**src/rtl/ad1da2_sched.sv**
```systemverilog
// ad1da2_sched: fixed-period sample scheduler between the PmodAD1/PmodDA2
// serial drivers and a filter core, clocked by genclk.
// Ports: genclk, rstn (async, low), en, chsel, clr; ADC adcdav/davadc/adc0data/adc1data;
// DAC dacdav/davdac/dacdata/daccmd; filter smp_*/flt_*; flags overrun/timeout/miss_cnt.
// Optional macro SCHED_TIMEOUT_EN builds the converter wait timeout.
module ad1da2_sched #(
  parameter int PERIOD  = 50,
  parameter int TIMEOUT = 40
) (
  input  logic        genclk,
  input  logic        rstn,
  input  logic        en,
  input  logic        chsel,
  input  logic        clr,
  output logic        adcdav,
  input  logic        davadc,
  input  logic [11:0] adc0data,
  input  logic [11:0] adc1data,
  output logic        dacdav,
  input  logic        davdac,
  output logic [11:0] dacdata,
  output logic [1:0]  daccmd,
  output logic [11:0] smp_data,
  output logic        smp_valid,
  input  logic        smp_ready,
  input  logic [11:0] flt_data,
  input  logic        flt_valid,
  output logic        overrun,
  output logic        timeout,
  output logic [7:0]  miss_cnt
);

  typedef enum logic [2:0] {
    IDLE, ADC_REQ, FLT_OUT, FLT_IN, DAC_REQ, DONE
  } state_t;

  localparam logic [15:0] PLAST = 16'(PERIOD - 1);

  state_t      state;
  state_t      state_n;
  logic [15:0] pcnt;
  logic        tick;
  logic        busy_tick;
  logic        to_hit;
  logic        adcdav_n;
  logic        dacdav_n;
  logic        smp_valid_n;

  assign tick      = en && (pcnt == PLAST);
  assign busy_tick = tick && (state != IDLE);
  assign daccmd    = 2'b00;

  always_ff @(posedge genclk or negedge rstn) begin
    if (!rstn)
      pcnt <= '0;
    else if (!en || tick)
      pcnt <= '0;
    else
      pcnt <= pcnt + 16'd1;
  end

`ifdef SCHED_TIMEOUT_EN
  localparam logic [15:0] TLAST = 16'(TIMEOUT - 1);

  logic [15:0] wcnt;
  logic        waiting;

  // Counts cycles spent waiting in a request state; cleared on any
  // state change so each request starts from zero.
  assign waiting = (state == ADC_REQ && !davadc) ||
                   (state == DAC_REQ && !davdac);
  assign to_hit  = waiting && (wcnt == TLAST);

  always_ff @(posedge genclk or negedge rstn) begin
    if (!rstn)
      wcnt <= '0;
    else if (state_n != state)
      wcnt <= '0;
    else if (waiting)
      wcnt <= wcnt + 16'd1;
  end
`else
  localparam int unused_timeout = TIMEOUT;
  assign to_hit = 1'b0;
`endif

  always_ff @(posedge genclk or negedge rstn) begin
    if (!rstn)
      state <= IDLE;
    else
      state <= state_n;
  end

  always_comb begin
    state_n = state;
    unique case (state)
      IDLE:    if (tick) state_n = ADC_REQ;
      ADC_REQ: if (davadc) state_n = FLT_OUT;
               else if (to_hit) state_n = DONE;
      FLT_OUT: if (smp_ready) state_n = FLT_IN;
      FLT_IN:  if (flt_valid) state_n = DAC_REQ;
      DAC_REQ: if (davdac || to_hit) state_n = DONE;
      DONE:    if (!davadc && !davdac) state_n = IDLE;
      default: state_n = IDLE;
    endcase
  end

  // Decoded from the next state so the handshake outputs leave a flop.
  always_comb begin
    adcdav_n    = (state_n == ADC_REQ);
    dacdav_n    = (state_n == DAC_REQ);
    smp_valid_n = (state_n == FLT_OUT);
  end

  always_ff @(posedge genclk or negedge rstn) begin
    if (!rstn) begin
      adcdav    <= 1'b0;
      dacdav    <= 1'b0;
      smp_valid <= 1'b0;
      smp_data  <= '0;
      dacdata   <= '0;
      overrun   <= 1'b0;
      timeout   <= 1'b0;
      miss_cnt  <= '0;
    end else begin
      adcdav    <= adcdav_n;
      dacdav    <= dacdav_n;
      smp_valid <= smp_valid_n;
      if (state == ADC_REQ && davadc)
        smp_data <= chsel ? adc1data : adc0data;
      if (state == FLT_IN && flt_valid)
        dacdata <= flt_data;
      // A skipped tick outranks a clear in the same cycle.
      if (busy_tick) begin
        overrun <= 1'b1;
        if (miss_cnt != 8'hFF)
          miss_cnt <= miss_cnt + 8'd1;
      end else if (clr) begin
        overrun  <= 1'b0;
        miss_cnt <= '0;
      end
      if (to_hit)
        timeout <= 1'b1;
      else if (clr)
        timeout <= 1'b0;
    end
  end

endmodule

```
**config.mk**
```make
export PLATFORM = sky130hd
export DESIGN_NAME = ad1da2_sched
export DESIGN_NICKNAME = d
export VERILOG_FILES = /design/src/rtl/ad1da2_sched.sv
export SDC_FILE = /design/constraint.sdc
export NUM_CORES = 1
export LEC_CHECK = 0
export CAP_MARGIN = 20
export CORE_MARGIN = 1.5
export CORE_UTILIZATION = 60
export DETAILED_ROUTE_END_ITERATION = 6
export DONT_BUFFER_PORTS = 1
export GPL_TIMING_DRIVEN = 0
export PLACE_DENSITY_LB_ADDON = 0.05
export SLEW_MARGIN = 40
export SYNTH_ARGS = -nofsm -noshare
export SYNTH_HDL_FRONTEND = slang
export SYNTH_SLANG_ARGS = --single-unit
```
**constraint.sdc**
```tcl
create_clock -name genclk -period 4.3 [get_ports genclk]
set_input_delay 0.43 -clock genclk [delete_from_list [all_inputs] [get_ports genclk]]
set_output_delay 0.43 -clock genclk [all_outputs]
set_load 0.03 [all_outputs]
```
# [Word level (Yosys, flattened, before mapping)]
# Index checks and enable logic that the tools add are counted.
[word_totals] register_bits=55 output_inout_bits=39 word_cells=49 input_bits=45
[op_classes] muxes=14 n_reduce_logical=13 n_addsub=2 eq_ne=11
[op_table] cell="two-way mux 8 bit" count=3
[op_table] cell="two-way mux 3 bit" count=6
[op_table] cell="one-hot mux 3 bit (6 select lines)" count=1
[op_table] cell="adder 16 x 1 -> 16 bit, second input constant" count=1
[op_table] cell="== test 16 x 6 -> 1 bit, second input constant" count=1
[op_table] cell="two-way mux 16 bit" count=1
[op_table] cell="two-way mux 12 bit" count=1
[op_table] cell="== test 3 x 2 -> 1 bit, second input constant" count=3
[op_table] cell="== test 3 bit, second input constant" count=3
[op_table] cell="adder 8 x 1 -> 8 bit, second input constant" count=1
[op_table] cell="inequality test 8 bit, second input constant" count=1
[op_table] cell="== test 3 x 1 -> 1 bit, second input constant" count=2
[op_table] cell="logical AND 1 bit" count=5
[op_table] cell="logical NOT 1 bit" count=3
[op_table] cell="logical NOT 3 bit" count=1
[op_table] cell="nonzero test 3 bit" count=1
[op_table] cell="two-way mux 1 bit" count=2
[op_table] cell="inequality test 2 x 1 -> 1 bit, second input constant" count=1
[op_table] cell="AND reduction 2 bit" count=1
[op_table] cell="nonzero test 2 bit" count=1
[op_table] cell="logical OR 1 bit" count=1

# [Depth between registers and ports, before layout]
# Gate-level depths: netlist of the first run.
[depth] depth_word=5 ltp_mapped=7 mapped_depth_nobuf=7

# [Worst setup path after synthesis of the first run]
# OpenSTA, ideal clock, no wires.
[synth_path] path_kind="register -> register" startpoint="register pcnt[1]" endpoint="register miss_cnt[4]" path_slack_ps=2514 arrival_time_ps=1651 stages_incl_launch_ff=8 period_less_slack_ps=1786 path_cell_list="dfrtp_1 -> inv_1 -> ha_1 -> nor4b_4 -> nand4_2 -> or3_1 -> nor3_2 -> a221oi_2"
[synth_via] elab_chain_len=5
[synth_lines] item="start: declaration" line="41" text="logic [15:0] pcnt;"
[synth_lines] item="start signal: assignment" line="59" text="pcnt <= pcnt + 16'd1;"
[synth_lines] item="== test 16 x 6 -> 1 bit *" line="49" text="assign tick = en && (pcnt == PLAST);"
[synth_lines] item="logical AND 1 bit *" line="49"
[synth_lines] item="logical AND 1 bit *" line="50" text="assign busy_tick = tick && (state != IDLE);"
[synth_lines] item="inequality test 2 x 1 -> 1 bit (no source line) or nonzero test 2 bit (tied branches)"
[synth_lines] item="AND reduction 2 bit (no source line)"
[synth_lines] item="end signal: assignment" line="137" text="miss_cnt <= miss_cnt + 8'd1;"
[synth_lines] item="end: declaration" line="30" text="output logic [7:0] miss_cnt"
# Every way passes the cells marked *; elsewhere a longest branch is shown, timed or not.
# A chain may end at the register's enable or synchronous reset.

# [Worst setup path after layout of the first run]
[layout_path] startpoint="register pcnt[1]" endpoint="register miss_cnt[2]"
# The elaborated chain is that of the path after synthesis.

==> results of run 1 <==
==> logic make-up (layout without fill, tap and decap cells) <==
logic type      after synthesis  count (layout)  share of synthesized area (%)
compound gates               33              33                           7.29
other cells                   1               3                          0.141
mux                          28              28                           11.1
xor+xnor                     12              12                           3.95
flops                        55              55                           51.7
fa+ha+maj                     3               3                           1.41
buf+inv                      22              32                           3.67
simple gates                 97              97                           20.6
==> cells in the final DEF, fill, tap and decap left out, types with 5 or more instances in the layout <==
master,n
sky130_fd_sc_hd__dfrtp_1,55
sky130_fd_sc_hd__nor2_1,34
sky130_fd_sc_hd__a21oi_1,19
sky130_fd_sc_hd__mux2i_1,15
sky130_fd_sc_hd__nand2_1,14
sky130_fd_sc_hd__mux2_2,13
sky130_fd_sc_hd__inv_1,10
sky130_fd_sc_hd__nor3_1,8
sky130_fd_sc_hd__xor2_1,8
sky130_fd_sc_hd__nand4_1,7
sky130_fd_sc_hd__nand3_1,6
sky130_fd_sc_hd__clkbuf_1,5
sky130_fd_sc_hd__o21ai_0,5
sky130_fd_sc_hd__clkbuf_8,5
==> power by group through the flow <==
stage	Clock (mW)	Sequential (mW)	Combinational, mW
final	0.291	0.970	0.284
after global routing	0.320	0.986	0.330
after CTS	0.301	0.973	0.288
after detailed placement	0	0.985	0.274
after global placement	0	0.982	0.264
after floorplan	0	0.962	0.231
==> routing by layer <==
metal / vias to the layer above / GRT usage [%] / wire [um]
met5: - / 0 / 0
met1: 855 / 25.8 / 2070
met2: 62 / 34.0 / 2210
li1: 889 / - / -
met4: 0 / 8.93 / 79
met3: 5 / 7.12 / 343
==> path summary, 6_finish.rpt <==
path | start | to | slack (ns) | depth (start not counted)
worst max-delay path | pcnt[1] | miss_cnt[2] | 2.29 | 7
worst min-delay path | clr | overrun | 0.21 | 1
worst max register to register | pcnt[1] | miss_cnt[2] | 2.29 | 7
worst min register to register | pcnt[0] | pcnt[0] | 0.52 | 1
max in group asynchronous | rstn | pcnt[12] | 3.43 | 2
min in group asynchronous | rstn | smp_data[0] | 0.63 | 2
==> area by class of cell <==
type | instances | share of cell area [%]
multi-input combinational | 176 | 41.7
inverter | 10 | 1.31
clock inverter | 3 | 0.830
timing repair buffer | 2 | 1.31
clock buffer | 5 | 2.40
sequential | 55 | 48.1
tap | 52 | 2.27
buffer | 12 | 2.10
==> state kept, by name, indices dropped and copies added (netlist names) <==
name       cells
state          3
dacdav         1
smp_data      12
dacdata       12
overrun        1
adcdav         1
miss_cnt       8
pcnt          16
smp_valid      1
==> insert_results.sql, run 1 <==
INSERT INTO impl_metrics (metric_group, metric, value, unit) VALUES
('run_status', 'outcome', 'complete, no violations', ''),
('synth', 'syn_avg_cell_area', '10.6', 'sq um'),
('worst_setup_path', 'critical-path-top-delay-family', 'simple AND/OR/NAND/NOR gates', ''),
('power_and_ir_drop', 'power.leakage', '1.24', 'nW'),
('drt', 'drcViolationCount', '0', ''),
('power_and_ir_drop', 'share_clk_of_total_power', '18.8', '%'),
('clocking', 'cts.sink_count', '55', ''),
('cells_and_area', 'fraction_of_layout_cells_with_a_size_suffix_above_1', '13.7', '%'),
('drt', 'finalWirelength', '4710', 'um'),
('placement', 'dp_hpwl', '3470', 'um'),
('cells_and_area', 'final_core_utilization', '66.2', '%'),
('clocking', 'tritoncts.num_buffers', '5', ''),
('placement', 'dp_cells', '305', ''),
('cells_and_area', 'fill_cell_instance_count_of_the_final_layout', '373', ''),
('worst_setup_path', 'critical_path_buf_inv_count', '1', ''),
('cells_and_area', 'area_growth', '7.62', '%'),
('power_and_ir_drop', 'pwr_density_cell', '540', 'mW/mm^2'),
('drt', 'drt_iter0_drc', '70', ''),
('floorplan', 'dieWidth', '69.6', 'um'),
('clocking', 'cts_post_setup_buffers_inserted', '0', ''),
('worst_setup_path', 'cp_data_arrival_time', '2.23', 'ns'),
('floorplan', 'design.portCount', '84', ''),
('sta', 'drv_slew', '0', ''),
('worst_setup_path', 'crit_path_end_kind', 'flip-flop', ''),
('synth', 'netlist_instances', '251', ''),
('floorplan', 'dieArea', '0.00484', 'sq mm'),
('sta', 'slew_headroom', '57.2', '%'),
('cells_and_area', 'number_of_cells_in_the_finished_layout_apart_from_fillers', '315', ''),
('synth', 'synth_seq_area_share', '51.7', '%'),
('sta', 'hold_slack', '0.206', 'ns'),
('synth', 'synth_top_area_share', '51.7', '%'),
('synth', 'ys_async_sr_fraction', '100', '%'),
('clocking', 'clkTransAtPathRegs', '0.10', 'ns'),
('power_and_ir_drop', 'switching_power', '0.651', 'mW'),
('synth', 'synth_flop_type', 'sky130_fd_sc_hd__dfrtp_1', ''),
('sta', 'worst_slack', '2.29', 'ns'),
('power_and_ir_drop', 'power.internal', '0.894', 'mW'),
('synth', 'yosys_register_bits', '55', ''),
('sta', 'post-route-period-util', '46.6', '%'),
('drt', 'antenna_violating_nets_post_route', '0', ''),
('synth', 'synth.distinct_cells', '44', ''),
('power_and_ir_drop', 'post-layout-total-power', '1.54', 'mW'),
('clocking', 'cts-hold-fix-buffers', '2', ''),
('synth', 'syn-cell-area', '0.00266', 'sq mm'),
('placement', 'post_dp_cell_area', '0.00273', 'sq mm'),
('cells_and_area', 'nets', '310', ''),
('floorplan', 'fp-row-count', '24', ''),
('placement', 'gp_congestion', '0.794', ''),
('placement', 'worst_slack_after_detailed_placement', '2.30', 'ns'),
('worst_setup_path', 'highest_net_fanout_along_the_worst_path', '6', ''),
('clocking', 'clock_tree.buffer_depth', '2', ''),
('worst_setup_path', 'worst_ep_required_time', '4.53', 'ns'),
('global_route', 'grt_pass1_wl', '8060', 'um'),
('clocking', 'clkLatencyLatePin', '0.32', 'ns'),
('power_and_ir_drop', 'irDropWorstVdd', '0.391', 'mV'),
('worst_setup_path', 'crit_path_max_incr_delay', '0.42', 'ns'),
('power_and_ir_drop', 'share_comb_of_total_power', '18.4', '%'),
('power_and_ir_drop', 'seq_power_share', '62.8', '%'),
('worst_setup_path', 'startpoint_type', 'flip-flop', ''),
('cells_and_area', 'multi_input_comb_area', '0.00119', 'sq mm'),
('global_route', 'antenna_found_initial', '0', ''),
('synth', 'synth_top_area_cell', 'sky130_fd_sc_hd__dfrtp_1', ''),
('cells_and_area', 'seq_area', '0.00138', 'sq mm'),
('global_route', 'grt_overflow', '0', ''),
('floorplan', 'placeableCoreArea', '0.00432', 'sq mm'),
('sta', 'achievable-frequency', '499', 'MHz'),
('clocking', 'ctsResizeCount', '0', ''),
('run', 'maxCapViolations', '0', ''),
('sta', 'totalNegativeSetupSlack', '0', 'ns'),
('hold_path', 'worst_hold_class', 'primary input to flip-flop', ''),
('drt', 'num_vias', '1811', '');
(Power assumes the default switching activity.)
==> inputs of run 2 (changes only) <==
--- a/config.mk
+++ b/config.mk
@@ -7,7 +7,7 @@
 export LEC_CHECK = 0
 export CAP_MARGIN = 20
 export CORE_MARGIN = 1.5
-export CORE_UTILIZATION = 60
+export CORE_UTILIZATION = 56
 export DETAILED_ROUTE_END_ITERATION = 6
 export DONT_BUFFER_PORTS = 1
 export GPL_TIMING_DRIVEN = 0
==> constraint.sdc (replaced) <==
create_clock -name genclk -period 1.7 [get_ports genclk]
set_input_delay 0.17 -clock genclk [delete_from_list [all_inputs] [get_ports genclk]]
set_output_delay 0.17 -clock genclk [all_outputs]
set_load 0.03 [all_outputs]
==> run 2 against run 1 <==
  * The run now ends with setup timing left
  * Core utilization is 8.7 points higher
  * Cell count is 9.8% higher
  * Clock power grew to 2.5 times the previous value
  * Sequential share of layout area is 6.8 points lower
  * Die area is 6.8% higher
  * Largest power group unchanged
==> insert_results.sql, run 2 (same netlist as run 1, synthesis figures left out) <==
INSERT INTO impl_metrics (metric_group, metric, value, unit) VALUES
('cells_and_area', 'fraction_of_layout_cells_with_a_size_suffix_above_1', '28.2', '%'),
('worst_setup_path', 'worst_ep_required_time', '1.94', 'ns'),
('floorplan', 'fp-row-count', '24', ''),
('clocking', 'clkLatencyLatePin', '0.31', 'ns'),
('worst_setup_path', 'worst-r2r-setup-slack', '-0.22', 'ns'),
('global_route', 'grt_start_max_net_pins', '56', ''),
('drt', 'finalWirelength', '5710', 'um'),
('worst_setup_path', 'critical_path_buf_inv_count', '1', ''),
('placement', 'dp_cells', '305', ''),
('cells_and_area', 'fill_cell_instance_count_of_the_final_layout', '329', ''),
('worst_setup_path', 'worst_r2r_startpoint', 'pcnt[1]', ''),
('worst_setup_path', 'timing.critical_path.slowest_stage_cell', 'sky130_fd_sc_hd__dfrtp_1', ''),
('placement', 'gp_congestion', '0.796', ''),
('run_status', 'failed_checks', 'setup timing', ''),
('global_route', 'antenna_found_initial', '0', ''),
('clocking', 'tritoncts', 'yes', ''),
('drt', 'antenna_violating_nets_post_route', '0', ''),
('cells_and_area', 'registers.top_by_ff_count', 'pcnt', ''),
('cells_and_area', 'nets', '341', ''),
('cells_and_area', 'largest_register_ffs', '16', ''),
('power_and_ir_drop', 'share_clk_of_total_power', '17.9', '%'),
('sta', 'setup_violations', '19', ''),
('clocking', 'tritoncts.num_buffers', '5', ''),
('global_route', 'grt_pass1_wl', '8450', 'um'),
('power_and_ir_drop', 'power.internal', '2.35', 'mW'),
('worst_setup_path', 'worstSetupPathType', 'flip-flop to flip-flop', ''),
('hold_path', 'timing.hold.worst_path_depth', '2', ''),
('sta', 'hold_slack', '0.0581', 'ns'),
('hold_path', 'worst_hold_class', 'primary input to flip-flop', ''),
('drt', 'drcViolationCount', '0', ''),
('drt', 'drt_iter0_drc', '111', ''),
('worst_setup_path', 'cp_data_arrival_time', '2.16', 'ns'),
('sta', 'achievable-frequency', '522', 'MHz'),
('drt', 'detailedRoute.firstPassIterationCount', '4', ''),
('power_and_ir_drop', 'pwr_density_cell', '1230', 'mW/mm^2'),
('power_and_ir_drop', 'switching_power', '1.76', 'mW'),
('floorplan', 'initial_core_util', '59.5', '%'),
('worst_setup_path', 'critical-path-top-delay-family', 'simple AND/OR/NAND/NOR gates', ''),
('cells_and_area', 'final_core_utilization', '74.9', '%'),
('floorplan', 'dieWidth', '71.9', 'um'),
('clocking', 'clkTransAtPathRegs', '0.10', 'ns'),
('power_and_ir_drop', 'share_comb_of_total_power', '20.1', '%'),
('sta', 'hold_violations', '0', ''),
('floorplan', 'placeableCoreArea', '0.00447', 'sq mm'),
('worst_setup_path', 'crit_path_max_incr_delay', '0.40', 'ns'),
('cells_and_area', 'insertedDiodeCount', '0', ''),
('sta', 'tightest_slew', '0.653', 'ns'),
('power_and_ir_drop', 'irDropWorstVdd', '1.26', 'mV'),
('clocking', 'clock_tree.root_cell', 'sky130_fd_sc_hd__clkbuf_8', ''),
('sta', 'layout_min_cycle_time', '1.92', 'ns'),
('hold_path', 'hold_start', 'clr', ''),
('floorplan', 'dieArea', '0.00517', 'sq mm'),
('global_route', 'grt_overflow', '0', ''),
('run', 'maxCapViolations', '0', ''),
('drt', 'post_drt_via_cell_ratio', '5.79', ''),
('sta', 'worst_slack', '-0.217', 'ns'),
('cells_and_area', 'number_of_cells_in_the_finished_layout_apart_from_fillers', '346', ''),
('worst_setup_path', 'crit_path_end_kind', 'flip-flop', ''),
('floorplan', 'die_height', '71.9', 'um'),
('global_route', 'grt.total_usage', '21.2', '%'),
('global_route', 'grt_pass1_vias', '1831', ''),
('worst_setup_path', 'highest_net_fanout_along_the_worst_path', '4', ''),
('power_and_ir_drop', 'p_sw_share', '42.8', '%'),
('worst_setup_path', 'crit-reg2reg-capture', 'miss_cnt[3]', ''),
('cells_and_area', 'commonest_cells_after_routing_fill_and_taps_aside', 'sky130_fd_sc_hd__dfrtp_1 (49), sky130_fd_sc_hd__nor2_1 (33), sky130_fd_sc_hd__buf_4 (19)', ''),
('sta', 'post-route-period-util', '113', '%'),
('worst_setup_path', 'cp_cell_sequence', 'inv_1 -> ha_2 -> nor4b_4 -> nand4_4 -> nor3_4 -> mux2_4 -> mux2i_1', ''),
('worst_setup_path', 'worst-r2r-cell-count', '7', ''),
('power_and_ir_drop', 'post-layout-total-power', '4.11', 'mW'),
('clocking', 'clock_tree.htree_level_count', '2', ''),
('sta', 'setup_repair_after_global_routing_missed_its_margin', 'yes', ''),
('clocking', 'cts.sink_count', '55', ''),
('run_status', 'outcome', 'finished with violations', ''),
('power_and_ir_drop', 'power.leakage', '1.43', 'nW'),
('placement', 'port-buffer-count', '0', ''),
('cells_and_area', 'area_growth', '26.0', '%'),
('clocking', 'clock_tree.buffer_depth', '2', ''),
('worst_setup_path', 'startpoint_type', 'flip-flop', ''),
('floorplan', 'design.portCount', '84', ''),
('drt', 'per_cell_routed_wire_length', '16.5', 'um'),
('power_and_ir_drop', 'seq_power_share', '62.0', '%'),
('placement', 'worst_slack_after_detailed_placement', '-0.325', 'ns'),
('sta', 'slew_headroom', '56.5', '%'),
('hold_path', 'holdPathEnd', 'miss_cnt[3]', ''),
('drt', 'num_vias', '2004', ''),
('sta', 'drv_slew', '0', ''),
('cells_and_area', 'top_regs', 'pcnt (16), dacdata (12), smp_data (12)', ''),
('placement', 'dp_hpwl', '3590', 'um'),
('sta', 'finClkSkew', '0.00730', 'ns'),
('cells_and_area', 'layout_commonest_cell', 'sky130_fd_sc_hd__dfrtp_1', '');
-- run 2: cell types whose count changed in the layout (fill, tap and decap cells not counted), moves of 3 or more --
cell,previous run,this run
sky130_fd_sc_hd__nor3_4,0,4
sky130_fd_sc_hd__or3_4,0,3
sky130_fd_sc_hd__buf_4,3,19
sky130_fd_sc_hd__dfrtp_2,0,6
sky130_fd_sc_hd__dlygate4sd3_1,1,15
sky130_fd_sc_hd__buf_6,0,3
sky130_fd_sc_hd__clkbuf_1,5,1
sky130_fd_sc_hd__or3_1,4,1
sky130_fd_sc_hd__dfrtp_1,55,49
-- run 2: worst max path at each step --
stage	start	to	slack, ns	cells past startpoint
after global placement	state[1]	miss_cnt[2]	-0.29	5
final	pcnt[1]	miss_cnt[3]	-0.22	7
after global routing	pcnt[1]	miss_cnt[3]	-0.33	7
after CTS	pcnt[1]	miss_cnt[4]	-0.19	7
after detailed placement	state[1]	miss_cnt[7]	-0.33	5
after floorplan	pcnt[1]	miss_cnt[3]	-0.04	7
-- run 2: metal layers --
metal	track usage [%]	wire length [um]
met5	0	0
met2	35.8	2960
met3	4.58	267
met1	27.4	2400
met4	7.13	81
-- run 2: what timing repair did --
action / 4_1_cts / 5_1_grt
endpoints found under the setup margin: 37 / 43
resized for setup: 15 / 33
pin swaps: 0 / 9
hold buffers: 10 / 6
endpoints found under the hold margin: 65 / 6
setup buffers: 3 / 16
cloned: 0 / 0
-- run 2: metrics by stage --
step	TNS, ns	cell area (sq um)
floorplan	-0.115	2690
global placement	-6.48	2750
detailed placement	-7.35	2750
CTS	-2.24	3060
global route	-5.29	3350
finish	-2.29	3350
-- run 2: final cells by class --
cell class | count | area [sq um] | area share (%)
clock inverter | 2 | 16.3 | 0.485
sequential | 55 | 1380 | 41.3
multi-input combinational | 176 | 1380 | 41.1
buffer | 10 | 66.3 | 1.98
inverter | 10 | 37.5 | 1.12
clock buffer | 6 | 72.6 | 2.17
timing repair buffer | 35 | 332 | 9.90
tap | 52 | 65.1 | 1.94
-- run 2: power by group through the flow --
stage | combinational (mW) | clock, mW | sequential (mW)
2_1_floorplan | 0.593 | 0 | 2.43
3_3_place_gp | 0.677 | 0 | 2.48
3_5_place_dp | 0.706 | 0 | 2.50
4_1_cts | 0.809 | 0.757 | 2.49
5_1_grt | 0.930 | 0.810 | 2.58
6_report | 0.825 | 0.737 | 2.54
==> inputs of run 3 (changes only) <==
--- a/config.mk
+++ b/config.mk
@@ -7,7 +7,7 @@
 export LEC_CHECK = 0
 export CAP_MARGIN = 20
 export CORE_MARGIN = 1.5
-export CORE_UTILIZATION = 56
+export CORE_UTILIZATION = 60
 export DETAILED_ROUTE_END_ITERATION = 6
 export DONT_BUFFER_PORTS = 1
 export GPL_TIMING_DRIVEN = 0
==> constraint.sdc (replaced) <==
create_clock -name genclk -period 2.1 [get_ports genclk]
set_input_delay 0.21 -clock genclk [delete_from_list [all_inputs] [get_ports genclk]]
set_output_delay 0.21 -clock genclk [all_outputs]
set_load 0.03 [all_outputs]
==> run 3 against run 2 <==
  * Highest routed layer unchanged
  * Clock skew is essentially flat
  * Clock power shrank 20%
  * The run now ends clean
  * Global-route usage shrank 0.18 points
==> insert_results.sql, run 3 (same netlist as run 1, synthesis figures left out) <==
INSERT INTO impl_metrics (metric_group, metric, value, unit) VALUES
('drt', 'finalWirelength', '4720', 'um'),
('floorplan', 'design.portCount', '84', ''),
('global_route', 'grt_start_max_net_pins', '56', ''),
('clocking', 'tritoncts.num_buffers', '5', ''),
('sta', 'hold_slack', '0.0388', 'ns'),
('hold_path', 'timing.hold.worst_path_depth', '1', ''),
('power_and_ir_drop', 'seq_power_share', '61.9', '%'),
('worst_setup_path', 'worst-r2r-cell-count', '7', ''),
('global_route', 'grt_pass1_vias', '1772', ''),
('worst_setup_path', 'critical_path_buf_inv_count', '1', ''),
('worst_setup_path', 'crit-reg2reg-capture', 'miss_cnt[4]', ''),
('sta', 'slew_headroom', '57.2', '%'),
('global_route', 'antenna_found_initial', '0', ''),
('cells_and_area', 'commonest_cells_after_routing_fill_and_taps_aside', 'sky130_fd_sc_hd__dfrtp_1 (55), sky130_fd_sc_hd__nor2_1 (33), sky130_fd_sc_hd__a21oi_1 (19)', ''),
('floorplan', 'placeableCoreArea', '0.00432', 'sq mm'),
('worst_setup_path', 'worst-r2r-setup-slack', '0.15', 'ns'),
('global_route', 'grt_pass1_wl', '8070', 'um'),
('hold_path', 'holdPathEnd', 'dacdata[2]', ''),
('worst_setup_path', 'worstSetupPathType', 'flip-flop to flip-flop', ''),
('cells_and_area', 'layout_commonest_cell', 'sky130_fd_sc_hd__dfrtp_1', ''),
('global_route', 'grt_overflow', '0', ''),
('worst_setup_path', 'cp_data_arrival_time', '2.14', 'ns'),
('power_and_ir_drop', 'p_sw_share', '42.6', '%'),
('run', 'maxCapViolations', '0', ''),
('sta', 'finClkSkew', '0.00711', 'ns'),
('clocking', 'tritoncts', 'yes', ''),
('drt', 'drcViolationCount', '0', ''),
('worst_setup_path', 'critical-path-top-delay-family', 'simple AND/OR/NAND/NOR gates', ''),
('power_and_ir_drop', 'post-layout-total-power', '3.21', 'mW'),
('worst_setup_path', 'crit_path_max_incr_delay', '0.43', 'ns'),
('placement', 'port-buffer-count', '0', ''),
('drt', 'post_drt_via_cell_ratio', '5.76', ''),
('worst_setup_path', 'highest_net_fanout_along_the_worst_path', '4', ''),
('placement', 'gp_congestion', '0.794', ''),
('placement', 'dp_hpwl', '3470', 'um'),
('global_route', 'grt.total_usage', '21.1', '%'),
('drt', 'per_cell_routed_wire_length', '14.9', 'um'),
('sta', 'setup_violations', '0', ''),
('cells_and_area', 'nets', '311', ''),
('floorplan', 'fp-row-count', '24', ''),
('worst_setup_path', 'crit_path_end_kind', 'flip-flop', ''),
('sta', 'layout_min_cycle_time', '1.95', 'ns'),
('clocking', 'clock_tree.buffer_depth', '2', ''),
('worst_setup_path', 'worst_ep_required_time', '2.29', 'ns'),
('worst_setup_path', 'cp_cell_sequence', 'inv_1 -> ha_1 -> nor4b_4 -> nand4_4 -> or3_4 -> nor3_4 -> a221oi_2', ''),
('power_and_ir_drop', 'share_clk_of_total_power', '18.5', '%'),
('cells_and_area', 'largest_register_ffs', '16', ''),
('clocking', 'clkLatencyLatePin', '0.31', 'ns'),
('drt', 'drt_iter0_drc', '69', ''),
('cells_and_area', 'insertedDiodeCount', '0', ''),
('worst_setup_path', 'startpoint_type', 'flip-flop', ''),
('power_and_ir_drop', 'power.internal', '1.84', 'mW'),
('sta', 'hold_violations', '0', ''),
('floorplan', 'dieArea', '0.00484', 'sq mm'),
('power_and_ir_drop', 'power.leakage', '1.27', 'nW'),
('sta', 'post-route-period-util', '92.8', '%'),
('sta', 'worst_slack', '0.151', 'ns'),
('cells_and_area', 'area_growth', '10.3', '%'),
('cells_and_area', 'registers.top_by_ff_count', 'pcnt', ''),
('power_and_ir_drop', 'irDropWorstVdd', '0.796', 'mV'),
('power_and_ir_drop', 'share_comb_of_total_power', '19.6', '%'),
('worst_setup_path', 'timing.critical_path.slowest_stage_cell', 'sky130_fd_sc_hd__or3_4', ''),
('drt', 'num_vias', '1820', ''),
('floorplan', 'die_height', '69.6', 'um'),
('hold_path', 'worst_hold_class', 'primary input to flip-flop', ''),
('sta', 'tightest_slew', '0.642', 'ns'),
('run_status', 'outcome', 'complete, no violations', ''),
('hold_path', 'hold_start', 'flt_data[2]', ''),
('floorplan', 'initial_core_util', '61.5', '%'),
('worst_setup_path', 'worst_r2r_startpoint', 'pcnt[1]', ''),
('sta', 'totalNegativeSetupSlack', '0', 'ns'),
('clocking', 'cts.sink_count', '55', ''),
('clocking', 'clkTransAtPathRegs', '0.10', 'ns'),
('drt', 'detailedRoute.firstPassIterationCount', '4', ''),
('sta', 'achievable-frequency', '513', 'MHz'),
('placement', 'worst_slack_after_detailed_placement', '0.103', 'ns'),
('power_and_ir_drop', 'switching_power', '1.37', 'mW'),
('cells_and_area', 'top_regs', 'pcnt (16), dacdata (12), smp_data (12)', ''),
('drt', 'antenna_violating_nets_post_route', '0', ''),
('cells_and_area', 'fraction_of_layout_cells_with_a_size_suffix_above_1', '15.9', '%'),
('floorplan', 'dieWidth', '69.6', 'um'),
('clocking', 'clock_tree.htree_level_count', '2', ''),
('clocking', 'cts_post_setup_buffers_inserted', '0', ''),
('sta', 'setup_repair_after_global_routing_missed_its_margin', 'no', ''),
('clocking', 'clock_tree.root_cell', 'sky130_fd_sc_hd__clkbuf_8', ''),
('power_and_ir_drop', 'pwr_density_cell', '1090', 'mW/mm^2'),
('sta', 'drv_slew', '0', '');
-- run 3: how the worst max path moves through the flow --
stage | startpoint | endpoint | slack [ns] | cells after the start
5_1_grt | pcnt[1] | miss_cnt[4] | 0.03 | 7
4_1_cts | pcnt[1] | miss_cnt[4] | 0.09 | 7
2_1_floorplan | pcnt[1] | miss_cnt[4] | 0.31 | 7
3_3_place_gp | pcnt[1] | miss_cnt[4] | 0.13 | 7
6_report | pcnt[1] | miss_cnt[4] | 0.15 | 7
3_5_place_dp | pcnt[1] | miss_cnt[4] | 0.10 | 7
-- run 3: per-layer routing --
layer	part of all wire (%)	wire, um	global-route usage [%]	vias up
li1	-	-	-	892
met1	44	2090	25.9	857
met2	47	2200	34.0	65
met3	7.3	346	7.12	6
met4	1.7	79	8.93	0
met5	0	0	0	-
-- run 3: power groups by stage --
stage	Combinational, mW	Sequential (mW)	Clock (mW)
after global routing	0.723	2.02	0.656
final	0.630	1.99	0.593
after global placement	0.541	2.01	0
after detailed placement	0.561	2.02	0
after CTS	0.592	1.99	0.616
after floorplan	0.473	1.97	0
-- run 3: layout make-up --
cell class                 count  area (sq um)
buffer                        12          61.3
clock buffer                   5          68.8
clock inverter                 3          23.8
fill                         362          1390
inverter                      10          37.5
multi-input combinational    176          1250
sequential                    55          1380
tap                           52          65.1
timing repair buffer           3          47.5
-- run 3: metrics by stage --
stage                     cell area [sq um]  util [%]  cells
after floorplan                        2670         -    253
after global routing                   2930      67.9    316
after detailed placement               2730      63.2    305
final                                  2930      67.9    316
after CTS                              2870      66.4    316
after global placement                 2730      63.2    305
-- run 3: repair_timing --
item,in CTS,in global routing
endpoints found under the setup margin,0,10
hold endpoints to repair,56,0
hold buffers,3,0
resized for setup,0,12
